--- src/rtl/nrisc_pkg.sv ---
// Shared constants for the 8-bit nRISC multi-cycle core:
// opcodes, ALU encodings, FSM states and small decode helpers.
package nrisc_pkg;

  localparam logic [3:0] OP_ADD  = 4'h0;
  localparam logic [3:0] OP_SUB  = 4'h1;
  localparam logic [3:0] OP_AND  = 4'h2;
  localparam logic [3:0] OP_OR   = 4'h3;
  localparam logic [3:0] OP_ADDI = 4'h4;
  localparam logic [3:0] OP_LD   = 4'h5;
  localparam logic [3:0] OP_ST   = 4'h6;
  localparam logic [3:0] OP_BEQ  = 4'h7;
  localparam logic [3:0] OP_JMP  = 4'h8;
  localparam logic [3:0] OP_HALT = 4'hF;

  localparam logic [2:0] ALU_ADD = 3'b000;
  localparam logic [2:0] ALU_SUB = 3'b001;
  localparam logic [2:0] ALU_AND = 3'b010;
  localparam logic [2:0] ALU_OR  = 3'b011;

  localparam logic [2:0] ST_FETCH  = 3'd0;
  localparam logic [2:0] ST_DECODE = 3'd1;
  localparam logic [2:0] ST_EXEC   = 3'd2;
  localparam logic [2:0] ST_MEM    = 3'd3;
  localparam logic [2:0] ST_WB     = 3'd4;
  localparam logic [2:0] ST_HALT   = 3'd5;

  function automatic logic op_illegal(
    input logic [3:0] op
  );
    return (op >= 4'h9) && (op <= 4'hE);
  endfunction

  function automatic logic [2:0] alu_op_of(
    input logic [3:0] op
  );
    logic [2:0] r;
    r = ALU_ADD;
    unique case (op)
      OP_SUB:  r = ALU_SUB;
      OP_AND:  r = ALU_AND;
      OP_OR:   r = ALU_OR;
      OP_BEQ:  r = ALU_SUB;
      default: r = ALU_ADD;
    endcase
    return r;
  endfunction

endpackage

--- src/rtl/nrisc_mem_watchdog.sv ---
// Memory-access watchdog: counts unanswered request cycles
// and raises a sticky fault when the budget runs out.
module nrisc_mem_watchdog
  import nrisc_pkg::*;
#(
  parameter int unsigned WAIT_MAX = 15
) (
  input  logic clock,
  input  logic reset_n,
  input  logic clear,
  input  logic req,
  input  logic ready,
  output logic expire,
  output logic fault
);

  localparam logic [3:0] LAST = 4'(WAIT_MAX - 1);

  logic [3:0] cnt_q, cnt_d;
  logic       fault_q, fault_d;
  logic       stall;

  // Ready on the final cycle still wins: stall requires !ready.
  always_comb begin
    stall   = req & ~ready;
    expire  = stall & (cnt_q == LAST);
    cnt_d   = cnt_q;
    if (clear) begin
      cnt_d = 4'd0;
    end else if (stall) begin
      cnt_d = cnt_q + 4'd1;
    end
    fault_d = fault_q | expire;
  end

  always_ff @(posedge clock or negedge reset_n) begin
    if (!reset_n) begin
      cnt_q   <= 4'd0;
      fault_q <= 1'b0;
    end else begin
      cnt_q   <= cnt_d;
      fault_q <= fault_d;
    end
  end

  assign fault = fault_q;

endmodule

--- src/rtl/nrisc_multiciclo_ctrl.sv ---
// Multi-cycle control FSM for the nRISC datapath, with a
// req/ready memory handshake guarded by a watchdog.
module nrisc_multiciclo_ctrl
  import nrisc_pkg::*;
#(
  parameter int unsigned WAIT_MAX = 15
) (
  input  logic       clock,
  input  logic       reset_n,
  input  logic [3:0] opcode,
  input  logic       zero,
  input  logic       mem_ready,
  output logic       mem_req,
  output logic       mem_we,
  output logic       mem_addr_sel,
  output logic       pc_write,
  output logic       pc_src,
  output logic       ir_write,
  output logic       reg_write,
  output logic       wb_sel,
  output logic       alu_src_imm,
  output logic [2:0] alu_op,
  output logic       illegal,
  output logic       halted,
  output logic       bus_fault
);

  logic [2:0] state_q, state_d;
  logic in_fetch, in_dec, in_exec;
  logic in_mem, in_wb, in_halt;
  logic req, ack, wd_clear, wd_expire;
  logic is_ld, is_st, is_alu, br_take;

  always_comb begin
    in_fetch = (state_q == ST_FETCH);
    in_dec   = (state_q == ST_DECODE);
    in_exec  = (state_q == ST_EXEC);
    in_mem   = (state_q == ST_MEM);
    in_wb    = (state_q == ST_WB);
    in_halt  = (state_q == ST_HALT);
    // Gate with reset so an assertion drops req at once.
    req      = (in_fetch | in_mem) & reset_n;
    ack      = req & mem_ready;
    is_ld    = (opcode == OP_LD);
    is_st    = (opcode == OP_ST);
    is_alu   = (opcode <= OP_ADDI);
    br_take  = (opcode == OP_JMP)
             | ((opcode == OP_BEQ) & zero);
  end

  always_comb begin
    state_d = state_q;
    unique case (state_q)
      ST_FETCH: begin
        if (ack) state_d = ST_DECODE;
        else if (wd_expire) state_d = ST_HALT;
      end
      ST_DECODE: begin
        if (op_illegal(opcode)) state_d = ST_FETCH;
        else if (opcode == OP_HALT) state_d = ST_HALT;
        else state_d = ST_EXEC;
      end
      ST_EXEC: begin
        if (is_alu) state_d = ST_WB;
        else if (is_ld | is_st) state_d = ST_MEM;
        else state_d = ST_FETCH;
      end
      ST_MEM: begin
        if (ack) state_d = is_st ? ST_FETCH : ST_WB;
        else if (wd_expire) state_d = ST_HALT;
      end
      ST_WB:   state_d = ST_FETCH;
      ST_HALT: state_d = ST_HALT;
      default: state_d = ST_FETCH;
    endcase
  end

  assign wd_clear = (state_d != state_q)
                  & ((state_d == ST_FETCH)
                  | (state_d == ST_MEM));

  nrisc_mem_watchdog #(
    .WAIT_MAX(WAIT_MAX)
  ) u_wd (
    .clock  (clock),
    .reset_n(reset_n),
    .clear  (wd_clear),
    .req    (req),
    .ready  (mem_ready),
    .expire (wd_expire),
    .fault  (bus_fault)
  );

  always_ff @(posedge clock or negedge reset_n) begin
    if (!reset_n) begin
      state_q <= ST_FETCH;
    end else begin
      state_q <= state_d;
    end
  end

  // ALU controls held through MEM/WB so its result stays stable.
  always_comb begin
    mem_req      = req;
    mem_addr_sel = in_mem & reset_n;
    mem_we       = in_mem & is_st & reset_n;
    ir_write     = in_fetch & ack;
    pc_src       = in_exec & br_take;
    pc_write     = (in_fetch & ack) | pc_src;
    reg_write    = in_wb;
    wb_sel       = in_wb & is_ld;
    alu_op       = ALU_ADD;
    alu_src_imm  = 1'b0;
    if (in_exec | in_mem | in_wb) begin
      alu_op      = alu_op_of(opcode);
      alu_src_imm = (opcode == OP_ADDI);
    end
    illegal      = in_dec & op_illegal(opcode);
    halted       = in_halt;
  end

endmodule

--- config.mk ---
export PLATFORM = sky130hd
export DESIGN_NAME = nrisc_multiciclo_ctrl
export DESIGN_NICKNAME = d
export VERILOG_FILES = /design/src/rtl/nrisc_pkg.sv /design/src/rtl/nrisc_mem_watchdog.sv /design/src/rtl/nrisc_multiciclo_ctrl.sv
export SDC_FILE = /design/constraint.sdc
export NUM_CORES = 1
export LEC_CHECK = 0
export ABC_AREA = 1
export CORE_ASPECT_RATIO = 0.8
export CORE_MARGIN = 2
export CORE_UTILIZATION = 45
export CTS_CLUSTER_SIZE = 16
export DETAILED_ROUTE_END_ITERATION = 10
export DONT_BUFFER_PORTS = 1
export HOLD_SLACK_MARGIN = 0.15
export REMOVE_ABC_BUFFERS = 1
export SYNTH_ARGS = -nofsm -noshare
export SYNTH_HDL_FRONTEND = slang
export SYNTH_HIERARCHICAL = 1
export SYNTH_SLANG_ARGS = --single-unit
export TNS_END_PERCENT = 50
--- constraint.sdc ---
create_clock -name clock -period 3.8 [get_ports clock]
set_input_delay 0.38 -clock clock [delete_from_list [all_inputs] [get_ports clock]]
set_output_delay 0.38 -clock clock [all_outputs]
set_load 0.1 [all_outputs]
==> results list <==
* Yosys top cell area share: 27.1%
- Post-route worst hold slack: a little under 0.3 ns
* Number of antenna violations at the first check in global routing: 0
- CP Data Required Time: ~3.4 ns
* Detailed placement HPWL: between 1 and 1.5 mm
- At the end of routability-driven placement, the weighted congestion stood at 0.886.
* Insertion delay to the later sink of the worst-skew pair: 0.26 ns
- Post-Syn Area: about 740 um^2
- The final max-slew violation count is 0.
- Post-synth EDFFs: 0
- Number of max-cap violations: 0
- Of all nets on the critical path, the largest fanout is 5.
* Pwr Density: 695 nW/um^2
- The count of buffers added on input and output ports is 0.
- Cell class contributing the biggest share of worst-path delay: simple AND/OR/NAND/NOR gates
- For the worst setup path, the data arrival time is ~2.2 ns.
- Setup repair after global routing left no endpoint under its margin.
- After technology mapping, the gate count stands at 122.
* Post-detailed-route wirelength per cell: 11.4 um
- Highest ir drop seen on vdd: about 0.38 mV
- Starting density of the core: between 40% and 50%
- Count of pins on the block boundary: 23
- Run status: finished, final reports clean
- The path class of the tightest hold or removal check is in2reg.
* Clk pin slew, worst setup/hold paths: ~0.060 ns
* Yosys synthesis warning count: 6
- Relative to the synthesized area, the layout overhead comes to 30.0%.
- Share of synthesized registers carrying an async set or reset: 100%
* Post-route setup TNS: 0 ns
* Count of different cell masters after synthesis: 23
- Of the total synthesized cell area, the portion taken by AND, OR, NAND and NOR gates is a little under half.
* Clock Skews: approximately 0.0023 ns
- The final layout contains roughly 150 nets.
* Initial detailed-routing violation count: 19
- Shortest period the worst path allows: roughly 2.5 ns
* Largest family of logic cells by synthesized area: simple AND/OR/NAND/NOR gates
* Post-DRT Antenna Nets: 0
- Primary flip-flop cell chosen by synthesis mapping: dfrtp_1
- Sequential elements use between 20% and 30% of the synthesized area.
* Nature of the critical path endpoint: output port
- The critical path in this run is classified as reg2out.
- Vias per std cell: 5.05
* Die Width: just under 50 um
* First-pass DRT Iterations: 4
- Adder and majority cell fraction of the synthesized area: around 3.4%
* Launching element type of the critical path: flip-flop
- Synth Area in XOR/XNOR: 0%
* Number of DRC violations after detailed routing: 0
- For this block, the routed nets add up to ~1.8 mm of wire.
* Compound-cell area share of the yosys netlist: under 10%
- In the final layout, the share of cells above drive strength 1 is roughly a quarter.
* Most area-consuming cells after synthesis: dfrtp_1, inv_1, nand2_1, nor2_1, nand3_1
- Measured along the y axis, the die boundary spans 40.2 um.
- Number of storage elements in the synthesis netlist: 8
- Measured against its own limit, the worst slew margin works out to between 20 and 30%.
- Post-synthesis average cell area: between 6 and 7 um^2
* Num CTS Buffers: 3
* Area of the die: a little under 2000 um^2
- Total number of clock tree sinks: 8
- First-pass GRT wire length: approximately 2.9 mm
- CTS tree: done
- Timing would allow up to 395 MHz.
* Commonest non-fill, non-tap cells in the layout: inv_1, nand2_1, nor2_1, dfrtp_1
* Worst-path cell with the longest stage delay: and2_1
- Sum of overflow across all layers after global routing: 0
- N_diodes: 0
* CTS root buf: clkbuf_4
* Footprint of the multi-input gates: around 460 um^2
- In this run the post-CTS setup repair buffer count came out at 0.
* Storage element area: approximately 200 um^2
- Together, buffers and inverters on the worst path number 2.
* Final Hold Viols: 0
- The via count of the first global-routing pass was 711.
- The signal on the critical path passes through inv_2, nand3_2, nor2_2, buf_4, and2_1.
* Final period util: between 60% and 70%
- Post-synthesis cell type with the largest combined area: dfrtp_1
- Global routing consumed, over all layers together, about a fifth of the routing resources.
* Count of endpoints failing setup in the final report: 0
* Fill cell count: approximately 170
- Least-Margin Pin Slew: 1.06 ns
- Worst stage delay on the critical path: 0.81 ns
- The routed layout has 788 vias.
- The core region is 1580 um^2.
- The floorplan has 13 rows.
- Share of cell area taken by muxes after synthesis: 0%
- CTS built an H-tree with a depth of 1.
* Leakage power total: between 0.5 and 0.6 nW
* Pin count of the biggest net entering global routing: 9
* Maximum buffer depth of the clock tree: 2
report_power, final:
part	switching [mW]	total, mW	internal [mW]
Combinational	0.347	0.459	0.113
Sequential	0.0325	0.141	0.108
Clock	0.0309	0.0672	0.0363
Total	0.410	0.667	0.257
cell type report:
type,instances,share of cell area [%]
Multi-Input combinational cell,86,48.0
Sequential cell,8,20.9
Timing Repair Buffer,10,15.4
Inverter,27,10.6
Tap cell,22,2.87
Clock buffer,3,2.35
cell families (layout without fill, tap and decap cells):
family | count (synthesis) | after routing
AOI/OAI and AO/OA | 12 | 12
adders and majority gates | 2 | 2
buffers and inverters | 28 | 40
DFF | 8 | 8
other | 1 | 1
and+or+nand+nor | 71 | 71
metrics by stage:
| stage | power, mW | setup slack (ns) | std cells | instance area [um^2] | utilization (%) |
|---|---|---|---|---|---|
| 6_report | 0.667 | 1.27 | 156 | 960 | 60.8 |
| 5_1_grt | 0.715 | 1.19 | 156 | 960 | 60.8 |
| 4_1_cts | 0.667 | 1.26 | 156 | 960 | 60.8 |
| 3_5_place_dp | 0.595 | 1.43 | 152 | 927 | 58.8 |
| 3_3_place_gp | 0.588 | 1.46 | 152 | 927 | 58.8 |
| 2_1_floorplan | 0.504 | -0.760 | 121 | 731 | - |
cells in the mapped netlist, types with 3 or more instances:
cell	instances
dfrtp_1	8
inv_1	23
a21oi_1	6
nor2_2	5
inv_2	4
nand3_1	7
nor2_1	20
nand2_2	3
nand2_1	23
nand3_2	3
nor3_1	4
metal layers:
| layer | global-route usage (%) | vias up | share of wire [%] |
|---|---|---|---|
| met5 | 0 | - | 0 |
| met4 | 8.57 | 0 | 0.90 |
| met3 | 6.72 | 2 | 6.0 |
| met2 | 28.0 | 26 | 41 |
| met1 | 27.6 | 356 | 52 |
| li1 | - | 404 | - |
worst register-to-register path, delay by kind of cell (launching register included):
family          cells  cell delay (ns)
compound gates      2             0.21
flops               1             0.43
buf+inv             2             0.43
simple gates       11             1.21
flip-flops by register name, indices dropped and copies added (netlist names):
| signal | count |
|---|---|
| u_wd/fault | 1 |
| state_q | 3 |
| u_wd/cnt_q | 4 |
final timing paths:
| path | from | end | slack (ns) | cells after the start |
|---|---|---|---|---|
| max | state_q[2]$_DFF_PN0_ | mem_we | 1.27 | 5 |
| min | mem_ready | u_wd/cnt_q[2]$_DFFE_PN0P_ | 0.30 | 3 |
| max reg2reg | state_q[1]$_DFF_PN0_ | u_wd/cnt_q[1]$_DFFE_PN0P_ | 1.39 | 15 |
| min reg2reg | u_wd/cnt_q[3]$_DFFE_PN0P_ | u_wd/cnt_q[3]$_DFFE_PN0P_ | 0.54 | 2 |
| max in group asynchronous | reset_n | u_wd/cnt_q[3]$_DFFE_PN0P_ | 3.03 | 1 |
| min in group asynchronous | reset_n | u_wd/fault$_DFF_PN0_ | 0.49 | 1 |
what timing repair did:
action | in CTS | in global routing
resized for setup | 0 | 0
hold buffers | 1 | 0
hold endpoints to repair | 8 | 0
(Power assumes the default switching activity.)
